==> src/rtl/booth_r4_pkg.sv <==
// Shared encodings for the radix-4 Booth multiplier family: controller states
// and the Booth digit select codes produced by the digit decoder.
package booth_r4_pkg;

  typedef enum logic [1:0] {
    IDLE = 2'd0,
    CALC = 2'd1,
    DONE = 2'd2
  } state_t;

  typedef enum logic [2:0] {
    ZERO = 3'd0,
    POS1 = 3'd1,
    POS2 = 3'd2,
    NEG1 = 3'd3,
    NEG2 = 3'd4
  } digit_t;

endpackage

==> src/rtl/booth_r4_digit.sv <==
// Radix-4 Booth digit decoder: {q[i+1], q[i], q[i-1]} -> signed digit select.
// Purely combinational so the array multiplier can instance one per row.
module booth_r4_digit
  import booth_r4_pkg::*;
(
  input  logic [2:0] bits,
  output digit_t     digit
);

  always_comb begin
    digit = ZERO;
    unique case (bits)
      3'b000, 3'b111: digit = ZERO;
      3'b001, 3'b010: digit = POS1;
      3'b011:         digit = POS2;
      3'b100:         digit = NEG2;
      3'b101, 3'b110: digit = NEG1;
      default:        digit = ZERO;
    endcase
  end

endmodule

==> src/rtl/booth_r4_mult.sv <==
// Self-sequenced radix-4 Booth multiplier: one Booth digit per clock, with a
// start/busy/done handshake and a product register held between completions.
module booth_r4_mult
  import booth_r4_pkg::*;
#(
  parameter int WIDTH = 8
) (
  input  logic               clk,
  input  logic               rst,
  input  logic               start,
  input  logic               signed_mode,
  input  logic [WIDTH-1:0]   multiplicand,
  input  logic [WIDTH-1:0]   multiplier,
  output logic               busy,
  output logic               done,
  output logic [2*WIDTH-1:0] product
);

  localparam int ITER = WIDTH / 2 + 1;
  localparam int EW   = WIDTH + 2;   // extended operand width
  localparam int AW   = WIDTH + 4;   // accumulator width, holds +/-2Mx
  localparam int CW   = $clog2(ITER + 1);

  if (WIDTH < 4 || (WIDTH % 2) != 0) begin : g_bad_width
    $error("booth_r4_mult: WIDTH must be even and >= 4");
  end

  state_t          state, state_nxt;
  logic [AW-1:0]   acc, mx, addend, a_sum;
  logic [EW-1:0]   q_reg, m_ext, q_ext;
  logic            q_1;
  logic [CW-1:0]   count;
  digit_t          digit;
  logic            accept, last;
  logic signed [AW+EW:0] cat, shifted;

  assign accept = start && (state != CALC);
  assign last   = (state == CALC) && (count == CW'(1));

  // Two guard bits make the unsigned case a non-negative signed operand.
  assign m_ext = {{2{signed_mode & multiplicand[WIDTH-1]}}, multiplicand};
  assign q_ext = {{2{signed_mode & multiplier[WIDTH-1]}}, multiplier};

  // FSM: state register
  always_ff @(posedge clk) begin
    if (rst) state <= IDLE;
    else     state <= state_nxt;
  end

  // FSM: next state
  always_comb begin
    state_nxt = state;
    unique case (state)
      IDLE:    if (start) state_nxt = CALC;
      CALC:    if (last)  state_nxt = DONE;
      DONE:    state_nxt = start ? CALC : IDLE;
      default: state_nxt = IDLE;
    endcase
  end

  // FSM: outputs
  always_comb begin
    busy = (state == CALC);
    done = (state == DONE);
  end

  booth_r4_digit u_digit (
    .bits  ({q_reg[1:0], q_1}),
    .digit (digit)
  );

  always_comb begin
    addend = '0;
    unique case (digit)
      ZERO:    addend = '0;
      POS1:    addend = mx;
      POS2:    addend = {mx[AW-2:0], 1'b0};
      NEG1:    addend = -mx;
      NEG2:    addend = -{mx[AW-2:0], 1'b0};
      default: addend = '0;
    endcase
  end

  assign a_sum   = acc + addend;
  assign cat     = {a_sum, q_reg, q_1};
  assign shifted = cat >>> 2;

  always_ff @(posedge clk) begin
    if (rst) begin
      acc     <= '0;
      mx      <= '0;
      q_reg   <= '0;
      q_1     <= 1'b0;
      count   <= '0;
      product <= '0;
    end else if (accept) begin
      acc   <= '0;
      mx    <= {{2{m_ext[EW-1]}}, m_ext};
      q_reg <= q_ext;
      q_1   <= 1'b0;
      count <= CW'(ITER);
    end else if (state == CALC) begin
      acc   <= shifted[AW+EW:EW+1];
      q_reg <= shifted[EW:1];
      q_1   <= shifted[0];
      count <= count - CW'(1);
      if (last) product <= shifted[2*WIDTH:1];
    end
  end

endmodule

==> config.mk <==
export PLATFORM = sky130hd
export DESIGN_NAME = booth_r4_mult
export DESIGN_NICKNAME = d
export VERILOG_FILES = /design/src/rtl/booth_r4_pkg.sv /design/src/rtl/booth_r4_digit.sv /design/src/rtl/booth_r4_mult.sv
export SDC_FILE = /design/constraint.sdc
export NUM_CORES = 1
export LEC_CHECK = 0
export BUFFER_PORTS_ARGS = -buffer_cell sky130_fd_sc_hd__clkbuf_2
export CAP_MARGIN = 20
export CORE_UTILIZATION = 45
export CTS_CLUSTER_DIAMETER = 200
export DETAILED_ROUTE_END_ITERATION = 10
export SYNTH_ARGS = -nofsm -noshare
export SYNTH_HDL_FRONTEND = slang
export SYNTH_SLANG_ARGS = --single-unit
==> constraint.sdc <==
create_clock -name clk -period 3.6 [get_ports clk]
set_input_delay 0.54 -clock clk [delete_from_list [all_inputs] [get_ports clk]]
set_output_delay 0.54 -clock clk [all_outputs]
set_load 0.03 [all_outputs]
### Word level (Yosys, flattened, before mapping)

Memories as Yosys holds them, arrays and structs flattened.
Index checks and enable logic that the tools add are counted.

| storage, ports and cells | value |
|---|---|
| input bits | 20 |
| memories kept | 1 |
| output and inout bits | 18 |
| flip-flop bits (word level) | 51 |
| logic and storage cells | 42 |
| bits in read-only memories | 24 |

Memory list:

| name | words | bits a word | rd ports | clocked after memory_dff | wr ports | line | RTL |
|---|---|---|---|---|---|---|---|
| (no name shown) | 8 | 3 | 1 | 0 | 0 | booth_r4_digit.sv:12 | `unique case (bits)` |

| cells by class | value |
|---|---|
| reductions and logical operators | 7 |
| bitwise operators | 3 |
| equality and inequality tests | 10 |
| $add $sub $neg | 4 |
| mux-type cells | 9 |

Operators by type and width:

| operator | count |
|---|---|
| one-hot mux 12 bit (4 select lines) | 1 |
| negator 12 bit | 2 |
| 2-to-1 mux 10 bit | 2 |
| adder 12 bit | 1 |
| equality test 3 x 1 -> 1 bit (second input constant) | 2 |
| equality test 3 x 2 -> 1 bit (second input constant) | 2 |
| 2-to-1 mux 3 bit | 2 |
| one-hot mux 2 bit (3 select lines) | 1 |
| 2-to-1 mux 2 bit | 2 |
| != test 2 x 1 -> 1 bit (second input constant) | 2 |
| equality test 3 bit (second input constant) | 1 |
| AND reduction 3 bit | 1 |
| subtractor 3 x 1 -> 3 bit (second input constant) | 1 |
| AND 1 bit | 2 |
| equality test 2 x 1 -> 1 bit (second input constant) | 1 |
| equality test 2 bit (second input constant) | 1 |
| logical AND 1 bit | 2 |
| logical NOT 2 bit | 1 |
| != test 2 bit (second input constant) | 1 |
| AND reduction 2 bit | 1 |
| nonzero test 2 bit | 1 |
| OR reduction 2 bit | 1 |
| 2-to-1 mux 1 bit | 1 |
| NOT 1 bit | 1 |

### Logic depth before layout (Yosys ltp)

An unclocked memory read counts as a cell.

| depth | value |
|---|---|
| depth in word-level cells | 6 |
| depth in mapped cells | 16 |
| gate-level depth less buffers | 15 |

### By module

A second synthesis with hierarchy kept.

| unflattened totals | value |
|---|---|
| cell total of the unflattened synthesis | 409 |
| area total of the unflattened synthesis | 3109.2 um2 |

Modules (own cells, without submodules):

| module | cells an instance | instances | area each (um2) | seq. area each (um2) |
|---|---|---|---|---|
| booth_r4_mult | 403 | 1 | 3054.2 | 1021.0 |
| booth_r4_digit | 6 | 1 | 55.1 | 0.0 |

### Worst setup path before layout

No wires, ideal clock.

| path | value |
|---|---|
| kind | reg2reg |
| start point | register q_reg[0] |
| end point | register acc[4] |
| arrival time | 2.778 ns |
| stages on the path, launching flop included | 16 |
| library setup time | 0.062 ns |
| setup slack | 0.760 ns |
| buffers on the path | 2 |
| required time | 3.538 ns |
| period minus slack after synthesis | 2.840 ns |
| cell sequence | dfxtp_1 -> inv_1 -> ha_1 -> buf_4 -> o211ai_1 -> buf_2 -> nor3_1 -> a221oi_1 -> o21ai_0 -> ha_1 -> nor2b_1 -> o21ai_1 -> a21boi_1 -> o21a_1 -> or3_1 -> nand3_1 |

| on the way | value |
|---|---|
| cells in the longest elaborated chain, start to end | 4 |
| elaborated cells on any way between the ends | 7 |
| those cells by class | 1 x add/sub; 4 x eq/ne; 1 x mux; 1 x memory |

RTL lines:

| item | line | RTL |
|---|---|---|
| start, declared | booth_r4_mult.sv:30 | `logic [EW-1:0] q_reg, m_ext, q_ext;` |
| start signal, assigned | booth_r4_mult.sv:99 | `q_reg <= q_ext;` |
| start signal, assigned | booth_r4_mult.sv:104 | `q_reg <= shifted[EW:1];` |
| memory read (8 x 3 bit) (*) | -- |  |
| equality test 3 bit, or another cell as far along | booth_r4_mult.sv:74 | `unique case (digit)` |
| one-hot mux 12 bit (4 select lines) (*) | booth_r4_mult.sv:74 |  |
| adder 12 bit (*) | booth_r4_mult.sv:84 | `assign a_sum = acc + addend;` |
| end signal, assigned | booth_r4_mult.sv:103 | `acc <= shifted[AW+EW:EW+1];` |
| end, declared | booth_r4_mult.sv:29 | `logic [AW-1:0] acc, mx, addend, a_sum;` |

Every way passes the cells marked *; elsewhere a longest branch is shown, timed or not.
A chain may end at the register's enable or synchronous reset.

### Worst setup path after layout

Same ends and word-level chain as after synthesis.

==> metrics <==
outcome=finished with violations; failing checks=design-rule violations; DRC=4; Post-Synth XOR/XNOR Area=approximately 2.9%; Crit-path slowest cell=o211ai_1; Worst Path Required=approximately 3900 ps; CP most frequent cell=ha_1; commonest non-fill, non-tap cell in the layout=nand2_1; # IOs=38; Synth Area in Compound Gates=23.30%; Die ar.=a little over 0.007 sq mm; Crit Reg-Reg Startpoint=q_reg[0]; mux contribution to synthesized area=between 2 and 3%; fin crit share=about nine tenths; vias in the first global route=2532; clk_skew=~7.2 ps; Synth warnings=0; Power Total=~0.0013 W; final setup violating endpoints=0; hold_ws=445.0 ps; CTS sink cnt=roughly 50; number of synthesized register bits=51; Die W=around 84 um; layout cell share with drive strength beyond 1=~14%; CP arrival=3530 ps; core area=between 0.006 and 0.007 sq mm; clk_lat worst skew=about 310 ps; adder-cell share of the synthesized area=under 10%; Clock transition at path regs=approximately 100 ps; relative max-transition margin=between 30 and 40%; GPL Wtd Cong=0.9084; Tot GR Track Use=a little over a fifth; Slew @ Worst Pin=1007 ps; Post-CTS Setup Repair Bufs=0; Synth Flop Type=dfxtp_1; Worst Hold End=mx[4]; crit-path cells=ha_1, o211ai_1, nor3_1, a221oi_1, o21ai_0, ha_1, nor2b_1, o21ai_1, a21boi_1, o21a_1, or3_1, nand3_1; Row Count=29; Async S/R FF share, synth=0%; DR iter-0 viols=135; sequential area share after synthesis=between 30 and 40%; CP Max Fanout=12; largest net degree at the start of global routing=45; Post-CTS Hold Buffers=0; clk root buf=clkbuf_8; TritonCTS clock tree=yes; first-pass GRT wire length=approximately 12 mm; Post-Syn Instances=between 300 and 400; simple-gate share of the synthesized area=roughly 24%; Antenna Nets Post-Route=0; WHS Path Cells=3; Hold Crit Class=primary input to flip-flop; Die Height=between 80 and 90 um; Final Slew Violations=0; # port buffers=37; Synthesized Nets=between 400 and 500; initial antenna violation count=0; highest clock rate=around 0.30 GHz; P per Cell Area=399.2 mW/mm^2; Avg Synthesized Cell Area=about 7.7 sq um; unrepaired setup endpoints after global routing=no; worst r2r path cells=12; Synth area leaders=dfxtp_1 33%, nand2_1 8.8%, a21oi_1 7.5%, ha_1 6.6%, nor2_1 4.1%; max reg flops=16; Final min period=3281 ps; R2R setup slack=about 320 ps; MaxCap Viol Count=0; setup TNS=0 ps; Bufs and invs on worst path=0; Cell variety after synth=57; cell type with the highest aggregate area in the netlist=dfxtp_1; Antenna Cells=0; clk buf depth=2; Reg-to-Reg End=acc[4]; area delta synth->final=9.214%; Nets=455; H-Tree Depth=2; number of flops mapped to enable cells by yosys=0; vias after detailed routing=between 2000 and 3000; Final Hold Fails=0; crit-path max cell delay=720 ps; area of the mapped netlist=0.003055 sq mm; main combinational cell family by area after synthesis=simple AND/OR/NAND/NOR gates; Setup crit end kind=flip-flop; most frequent cells in the layout=72 x nand2_1, 51 x dfxtp_1, 46 x a21oi_1; vias per cell=5.496; wire per inst=14.47 um; Initial Util=between 40% and 50%; cell family with most CP delay=compound AO/OA/AOI/OAI gates; Crit Path Category=flip-flop to flip-flop; post-synth top area share=33.42%; post-cts repair resize count=0; gr ovfl total=0; Total Wirelength=between 7 and 8 mm; leakage=between 1 and 1.5 nW; CP startpoint kind=flip-flop; HPWL after DPL=between 5 and 6 mm; HP Start=multiplicand[4]; maximum vdd drop=about 0.22 mV; clock buffer count from CTS=5; drt pass-1 iters=8
synth_stat cells (3+ instances only):
library cell and number:
a211oi_1 14, mux2i_1 8, buf_2 5, o21ai_1 5, nor2b_1 3, dfxtp_1 51, or3_1 3, o21a_1 3
nand2b_1 6, a21o_1 3, inv_1 13, o211ai_1 8, nand2_1 72, a21oi_1 46, buf_6 4, nor3_1 6
nor2_1 33, nand3_1 8, xnor2_1 4, o21ai_0 23, clkbuf_1 12, xor2_1 6, ha_1 16
where the power goes:
| group | total (W) | leakage, nW | internal (W) | switching, W |
|---|---|---|---|---|
| Combinational | 0.000292 | 0.882 | 0.000109 | 0.000183 |
| Clock | 0.000414 | 0.0548 | 0.000210 | 0.000204 |
| Sequential | 0.000627 | 0.416 | 0.000593 | 0.0000333 |
| Total | 0.00133 | 1.35 | 0.000912 | 0.000420 |
per-layer routing:
metal / vias to the layer above / routed length [um] / global-route usage, %
met5: - / 0 / 0
met4: 0 / 22 / 4.622
met1: 1240 / 3467 / 30.27
met2: 60 / 3423 / 33.90
li1: 1422 / - / -
met3: 4 / 266 / 4.031
final cells by class:
cell class	instances	area [sq um]
multi-input cells	306	1844
clock inverters	3	46.29
fillers	646	3122
repair buffers	40	207.7
inverters	14	52.55
clock buffers	5	68.82
well taps	77	96.34
flip-flops and latches	51	1021
kinds of logic after synthesis:
logic type               Yosys count
AO/OA/AOI/OAI                    118
XOR/XNOR                          10
adder cells (fa/ha/maj)           17
buffers and inverters             39
flip-flops                        51
multiplexers                       8
AND/OR/NAND/NOR                  153
how the worst max path moves through the flow:
stage | startpoint | endpoint | slack (ps) | cells past startpoint
final | q_reg[0] | acc[4] | 320 | 12
after global routing | q_reg[0] | acc[9] | 70 | 13
after CTS | q_reg[0] | acc[4] | 340 | 12
after detailed placement | q_reg[0] | acc[4] | 400 | 12
after global placement | q_reg[0] | acc[4] | 490 | 12
after floorplan | q_reg[0] | acc[4] | 760 | 15
per-stage QoR:
stage	util (%)	area [sq um]	setup slack [ps]	std cells
2_1_floorplan	-	3055	760.0	396
3_3_place_gp	49.88	3222	488.2	488
3_5_place_dp	49.88	3222	398.3	488
4_1_cts	51.67	3337	337.1	496
5_1_grt	51.67	3337	74.63	496
6_report	51.67	3337	318.6	496
worst min-delay path, cell delays in order:
cell and delay (ps):
clkbuf_2 80, nand2_1 40, a21oi_1 50
No activity file was read; power rests on OpenSTA's default activity.
